**config.mk**
```make
export PLATFORM = sky130hd
export DESIGN_NAME = instr_fetch
export DESIGN_NICKNAME = d
export VERILOG_FILES = /design/src/rtl/fetch_pkg.sv /design/src/rtl/instr_fetch.sv
export SDC_FILE = /design/constraint.sdc
export NUM_CORES = 1
export LEC_CHECK = 0
export CORE_MARGIN = 2
export CORE_UTILIZATION = 43
export DETAILED_ROUTE_END_ITERATION = 10
export PLACE_DENSITY = 0.77
export SYNTH_ARGS = -nofsm -noshare
export SYNTH_HDL_FRONTEND = slang
export SYNTH_SLANG_ARGS = --single-unit
```
**constraint.sdc**
```tcl
create_clock -name clk -period 2.1 [get_ports clk]
set_input_delay 0.21 -clock clk [delete_from_list [all_inputs] [get_ports clk]]
set_output_delay 0.21 -clock clk [all_outputs]
set_load 0.05 [all_outputs]
```
**src/rtl/fetch_pkg.sv**
```systemverilog
// Shared fetch definitions: controller state encoding and the default
// instruction-side widths used by the ROM, the decoder and the fetch unit.
package fetch_pkg;

  localparam int FETCH_AW = 12;
  localparam int FETCH_IW = 9;

  typedef enum logic [1:0] {
    ST_IDLE = 2'd0,
    ST_RUN  = 2'd1,
    ST_HALT = 2'd2
  } fetch_state_e;

endpackage

```
**src/rtl/instr_fetch.sv**
```systemverilog
// Program counter and fetch controller: sequences the PC through sequential
// fetch, branches, stalls and halt, and forwards ROM data to decode.
module instr_fetch
  import fetch_pkg::*;
#(
  parameter int AW         = FETCH_AW,
  parameter int IW         = FETCH_IW,
  parameter int START_ADDR = 0,
  parameter int CW         = 16
) (
  input  logic          clk,
  input  logic          reset,
  input  logic          start,
  output logic          done,
  output logic [AW-1:0] instr_addr,
  input  logic [IW-1:0] instr_in,
  output logic [IW-1:0] instr_out,
  output logic          instr_valid,
  input  logic          stall,
  input  logic          halt,
  input  logic          branch_en,
  input  logic          branch_abs,
  input  logic [AW-1:0] branch_target,
  output logic [CW-1:0] retired,
  output fetch_state_e  dbg_state
);

  // Handshake: start is a one-cycle request honoured only in IDLE or HALT;
  // instr_valid qualifies instr_out in every RUN cycle, with no backpressure
  // other than stall, which holds the PC and the retired count.

  fetch_state_e  state_q, state_d;
  logic [AW-1:0] pc_q, pc_d;
  logic [CW-1:0] retired_q, retired_d;
  logic [CW-1:0] retired_inc;

  // Saturating increment: the count sticks at all-ones on very long runs.
  assign retired_inc = (retired_q == {CW{1'b1}}) ? retired_q : retired_q + CW'(1);

  always_comb begin
    state_d     = state_q;
    pc_d        = pc_q;
    retired_d   = retired_q;
    instr_out   = '0;
    instr_valid = 1'b0;

    unique case (state_q)
      ST_IDLE, ST_HALT: begin
        if (start) begin
          state_d   = ST_RUN;
          pc_d      = AW'(START_ADDR);
          retired_d = '0;
        end
      end

      ST_RUN: begin
        instr_out   = instr_in;
        instr_valid = 1'b1;
        if (halt) begin
          state_d   = ST_HALT;
          retired_d = retired_inc;
        end else if (stall) begin
          pc_d      = pc_q;
        end else if (branch_en) begin
          // Relative targets are two's complement; the AW-bit add wraps.
          pc_d      = branch_abs ? branch_target : pc_q + branch_target;
          retired_d = retired_inc;
        end else begin
          pc_d      = pc_q + AW'(1);
          retired_d = retired_inc;
        end
      end

      default: begin
        state_d = ST_IDLE;
      end
    endcase
  end

  always_ff @(posedge clk) begin
    if (reset) begin
      state_q   <= ST_IDLE;
      pc_q      <= '0;
      retired_q <= '0;
    end else begin
      state_q   <= state_d;
      pc_q      <= pc_d;
      retired_q <= retired_d;
    end
  end

  assign instr_addr = pc_q;
  assign retired    = retired_q;
  assign done       = (state_q == ST_HALT);
  assign dbg_state  = state_q;

endmodule

```
Yosys cells after proc, flatten, opt, wreduce, memory -nomap -nowiden
Cells that the tools add are included.
{"block": "word_totals", "output_inout_bits": 41, "reg_bits": 30, "elab_cells": 36, "in_bits": 28}
{"block": "classes", "n_reduce_logical": 6, "n_mux": 16, "add_sub_neg": 3, "eq_ne": 8}
{"op": "2-to-1 mux 16 bit", "n": 4}
{"op": "2-to-1 mux 12 bit", "n": 5}
{"op": "case mux 16 bit (2 select lines)", "n": 1}
{"op": "case mux 12 bit (2 select lines)", "n": 1}
{"op": "adder 16 x 1 -> 16 bit (second input constant)", "n": 1}
{"op": "== test 16 bit (second input constant)", "n": 1}
{"op": "adder 12 x 1 -> 12 bit (second input constant)", "n": 1}
{"op": "adder 12 bit", "n": 1}
{"op": "2-to-1 mux 9 bit", "n": 1}
{"op": "inequality test 2 bit (second input constant)", "n": 4}
{"op": "2-to-1 mux 2 bit", "n": 2}
{"op": "case mux 2 bit (2 select lines)", "n": 1}
{"op": "AND reduction 4 bit", "n": 1}
{"op": "inequality test 3 bit (second input constant)", "n": 1}
{"op": "AND reduction 3 bit", "n": 1}
{"op": "== test 2 x 1 -> 1 bit (second input constant)", "n": 1}
{"op": "== test 2 bit (second input constant)", "n": 1}
{"op": "zero test 2 bit", "n": 1}
{"op": "AND reduction 2 bit", "n": 1}
{"op": "nonzero test 2 bit", "n": 1}
{"op": "OR reduction 2 bit", "n": 1}
{"op": "2-to-1 mux 1 bit", "n": 1}

Depth between registers and ports, before layout
Gate-level depths: netlist of run 1.
{"block": "depth", "depth_word": 6, "mapped_depth": 8}

Worst setup path after synthesis of run 1
No wires, ideal clock.
{"block": "synth_path", "kind": "reg-to-reg", "startpoint": "register pc_q[0], in the netlist instr_addr[0]", "endpoint": "register pc_q[10], in the netlist instr_addr[10]", "slack_ns": -0.478, "path_stages_with_launch": 9, "arrival_ns": 2.483, "synth_period_minus_slack_ns": 2.578, "t_required_ns": 2.005, "cell_sequence": "dfxtp_1 > ha_1 > fa_1 > a211oi_1 > nor2_1 > o31a_1 > a311oi_1 > xor2_1 > o311ai_1"}
{"block": "synth_between", "elab_chain_len": 6}
{"element": "start, declared", "line": "instr_fetch.sv:33", "text": "logic [AW-1:0] pc_q, pc_d;"}
{"element": "start signal, assigned", "line": "instr_fetch.sv:87", "text": "pc_q <= pc_d;"}
{"element": "adder 12 bit", "line": "instr_fetch.sv:66", "text": "pc_d = branch_abs ? branch_target : pc_q + branch_target;"}
{"element": "2-to-1 mux 12 bit", "line": "instr_fetch.sv:66"}
{"element": "2-to-1 mux 12 bit (*)", "line": "instr_fetch.sv:64", "text": "end else if (branch_en) begin"}
{"element": "2-to-1 mux 12 bit (*)", "line": "instr_fetch.sv:62", "text": "end else if (stall) begin"}
{"element": "2-to-1 mux 12 bit (*)", "line": "instr_fetch.sv:59", "text": "if (halt) begin"}
{"element": "case mux 12 bit (2 select lines) (*)", "line": "instr_fetch.sv:47", "text": "unique case (state_q)"}
Mark *: on every way between the ends. The rest lies on a longest branch, timed or not. The select of a mux whose other input is x is not followed.
A chain may end at the register's enable or synchronous reset.

Final worst setup path of run 1
{"block": "layout_path", "startpoint": "register pc_q[0], in the netlist instr_addr[0]", "endpoint": "register pc_q[8], in the netlist instr_addr[8]"}
The elaborated chain is that of the path after synthesis.

==> results of run 1 <==
## metrics by stage
stage	cell area [sq um]	power, mW	std cells
finish	3570	1.50	473
global route	3570	1.57	473
CTS	3540	1.51	473
detailed placement	3430	1.02	464
global placement	3430	1.01	464
floorplan	2310	0.816	296
## cell type report
| class | instances | area share (%) |
|---|---|---|
| Clock inverter | 2 | 0.316 |
| Inverter | 8 | 0.842 |
| Tap cell | 70 | 2.46 |
| Multi-Input combinational cell | 249 | 46.3 |
| Sequential cell | 30 | 17.4 |
| Timing Repair Buffer | 108 | 30.4 |
| Clock buffer | 6 | 2.32 |
## registers in the layout, indices dropped and copies added (netlist names)
| signal | cells |
|---|---|
| retired | 16 |
| dbg_state | 2 |
| instr_addr | 12 |
## per-layer routing
metal  vias up  track usage (%)
met1      1194             27.5
met2        69             41.7
met4         0             6.00
met3         7             3.79
li1       1290                -
met5         -                0
## worst min path at each step
stage	to	slack (ps)	depth (start not counted)
3_3_place_gp	retired[8]$_SDFFE_PP0P_	480	2
2_1_floorplan	dbg_state[1]$_SDFFE_PP0P_	370	2
6_report	retired[8]$_SDFFE_PP0P_	500	2
3_5_place_dp	retired[10]$_SDFFE_PP0P_	500	2
4_1_cts	retired[8]$_SDFFE_PP0P_	500	2
5_1_grt	retired[10]$_SDFFE_PP0P_	540	2
## power groups by stage
| stage | registers [mW] | clock network (mW) | logic [mW] |
|---|---|---|---|
| 3_5_place_dp | 0.597 | 0 | 0.424 |
| 4_1_cts | 0.584 | 0.496 | 0.427 |
| 2_1_floorplan | 0.627 | 0 | 0.190 |
| 6_report | 0.584 | 0.488 | 0.431 |
| 3_3_place_gp | 0.597 | 0 | 0.416 |
| 5_1_grt | 0.585 | 0.524 | 0.463 |
## critical path, stage by stage (launching register included)
cell                       delay, ps
sky130_fd_sc_hd__dfxtp_4         350
sky130_fd_sc_hd__ha_4            160
sky130_fd_sc_hd__fa_2            350
sky130_fd_sc_hd__a211oi_2        200
sky130_fd_sc_hd__nor2_2           80
sky130_fd_sc_hd__o31a_1          300
sky130_fd_sc_hd__or4_1           420
sky130_fd_sc_hd__a31oi_1         180
sky130_fd_sc_hd__o21ai_1          80
## cells by family (layout without fill, tap and decap cells)
family / count (synthesis) / after routing
compound gates: 82 / 82
fa+ha+maj: 14 / 14
buf+inv: 17 / 124
xor+xnor: 19 / 19
mux: 2 / 2
simple gates: 132 / 132
flops: 30 / 30
## cell usage after synthesis, types with 2 or more instances
cell                       number
sky130_fd_sc_hd__nand4_1        6
sky130_fd_sc_hd__a211o_1        2
sky130_fd_sc_hd__nor2_1        40
sky130_fd_sc_hd__or3_1          8
sky130_fd_sc_hd__nor3b_1        2
sky130_fd_sc_hd__clkbuf_1       8
sky130_fd_sc_hd__a211oi_1       6
sky130_fd_sc_hd__o21a_1         4
sky130_fd_sc_hd__and2_1        10
sky130_fd_sc_hd__a21oi_1       21
sky130_fd_sc_hd__nand2_1       24
sky130_fd_sc_hd__o21ai_0       14
sky130_fd_sc_hd__xnor2_1        8
sky130_fd_sc_hd__and4_1         2
sky130_fd_sc_hd__o211ai_1       4
sky130_fd_sc_hd__o21ai_1        4
sky130_fd_sc_hd__xor2_1        11
sky130_fd_sc_hd__dfxtp_1       30
sky130_fd_sc_hd__and3_1         3
sky130_fd_sc_hd__nor2b_1        8
sky130_fd_sc_hd__nand2b_1       5
sky130_fd_sc_hd__nor3_1         7
sky130_fd_sc_hd__o211ai_2       2
sky130_fd_sc_hd__ha_1          13
sky130_fd_sc_hd__inv_1          8
sky130_fd_sc_hd__a31oi_1        3
sky130_fd_sc_hd__o221ai_1       4
sky130_fd_sc_hd__nand3_1       10
sky130_fd_sc_hd__a21o_1         6
sky130_fd_sc_hd__a22oi_1        2
## repair_timing
action,CTS,global route
pin swaps,4,12
setup endpoints to repair,4,7
gates resized for setup,2,6
setup buffers,1,1
==> results.cfg, run 1 <==
[worst_setup_path]
critical_path_peak_fanout = 4
timing.critical_path.to = instr_addr[8]$_SDFFE_PP0P_
critPathLaunchType = flip-flop
startpoint_of_the_most_critical_setup_path = instr_addr[0]$_SDFFE_PP0P_
r2r_cells = 8
rr_startpoint = instr_addr[0]$_SDFFE_PP0P_
worst_ep_arrival_time_ps = 2410
timing_worst_setup_path_type = reg -> reg
timing.critical_path.required_ps = 2270
rrSetupSlack_ps = -140
timing.rr.end = instr_addr[8]$_SDFFE_PP0P_
crit_path_end_kind = flip-flop

[pwr]
leakage_nw = 1.45
power.ir.vdd_worst_uv = 320
power_share_of_the_sequential_group_pct = 38.8
power.share.combinational_pct = 28.7
clockPowerShare_pct = 32.5
power-per-cell-area_nw_per_um2 = 421
intPower_mw = 1.04
power.net_switching_mw = 0.459
power.switching_fraction_pct = 30.6

[logic_synthesis]
synth.yosys.warnings = 0
synth-adder-area-share_pct = 8.08
cell_area_synth_sq_um = 2260
synthDominantCellAreaShare_pct = 26.6
syn-instance-count = 296
synth.top_cells.by_area = sky130_fd_sc_hd__dfxtp_1 27%, sky130_fd_sc_hd__ha_1 7.2%, sky130_fd_sc_hd__nor2_1 6.6%
synth_top_family_by_area = simple AND/OR/NAND/NOR gates
portion_of_netlist_area_occupied_by_mux_cells_pct = 0.941
mappedNetlistNets = 338
flip_flop_cell_with_the_highest_count_after_synthesis = sky130_fd_sc_hd__dfxtp_1
yosys_register_bits = 30
synth.yosys.seq_area_share_pct = 26.6
synthDominantAreaCellType = sky130_fd_sc_hd__dfxtp_1
post_synth.cell_area_avg_sq_um = 7.64
synth_async_sr_flop_share_pct = 0
synth-compound-area-share_pct = 24.4
synth_cell_types = 51
synth_xor_area_share_pct = 7.36
synthSimpleGateAreaFrac_pct = 29.8
number_of_enable_type_register_cells_in_the_synthesized_netlist = 0

[run]
cap_violations = 0

[place]
globalplace.congestion = 0.915
hpwl_um = 5180
preCtsSetupSlack_ps = -512
place.port_buffers = 68

[detailed_routing]
initialDrtViolationCount = 131
antenna_left = 0
detail_route.wirelength.met1_um = 2890
met3_wirelength_um = 263
length_of_the_first_detailed_routing_pass_in_iterations = 4
routed.top_layer = met4
vias = 2560
drcViolationCount = 0
wl_um = 6650
post_drt_wl_per_cell_um = 14.1
route.detailed.vias_per_inst = 5.41
wl_met2_um = 3430

[layout]
utilization_pct = 70.3
finish.net_count = 444
syn2layout_area_growth_pct = 57.7
seqCellArea_sq_um = 622
layout.cells.most_common = sky130_fd_sc_hd__clkdlybuf4s50_1
layout-drive-gt1-share_pct = 21.3
multiInputGateArea_sq_um = 1650
antennaDiodeCount = 0
layout.cells.most_common_list = 56 x sky130_fd_sc_hd__clkdlybuf4s50_1, 40 x sky130_fd_sc_hd__buf_4, 39 x sky130_fd_sc_hd__nor2_1
num-fill-cells = 429

[sta]
finalMaxSlewViolations = 0
count_of_endpoints_failing_setup_in_the_final_report = 4
worst_slack_ps = -137
grt_setup_unrepaired = yes
setup_total_negative_slack_ps = -295
finClkSkew_ps = 4.29
final-hold-violation-count = 0
worst_tran_pin_value_ps = 503
slew_headroom_pct = 66.3
final.period_utilization_pct = 107
final.min_clock_period_ps = 2240
max_freq_mhz = 447
whs_ps = 495

[worst_hold_path]
worst_hold_path_type = reg -> reg
worst_min_path_start = retired[8]$_SDFFE_PP0P_

[clock_tree]
htree_num_levels = 2
post_cts_hold_buffer_count = 0
cts.clk_slew.worst_paths_ps = 70
cts-buffers-inserted = 5
root_buffer = sky130_fd_sc_hd__clkbuf_8
tritoncts = done
clkSinkCount = 30
worstSkewPairLatency_ps = 280
cts.path.max_buffers = 2

[die]
row_count = 26
dieArea_sq_um = 5850
core_sq_um = 5070
die_y_um = 76.5
initial_utilization_pct = 44.6
die_width_um = 76.5
num_io_pins = 69

[status]
violations_in_the_final_reports = negative setup slack
outcome = finished with violations

[grt]
grt_antenna_before_repair = 0
grt_first_pass_wirelength_um = 11100
grt_pass1_vias = 2447
track_usage_pct = 22.8
gr-total-overflow = 0
grt_start_max_net_pins = 23
No activity file was read; power rests on OpenSTA's default activity.
==> inputs of run 2 (changes only) <==
- CTS_CLUSTER_DIAMETER: unset -> 60
==> results of run 2 <==
The final DEF is identical to that of run 1; final timing and power are the same.
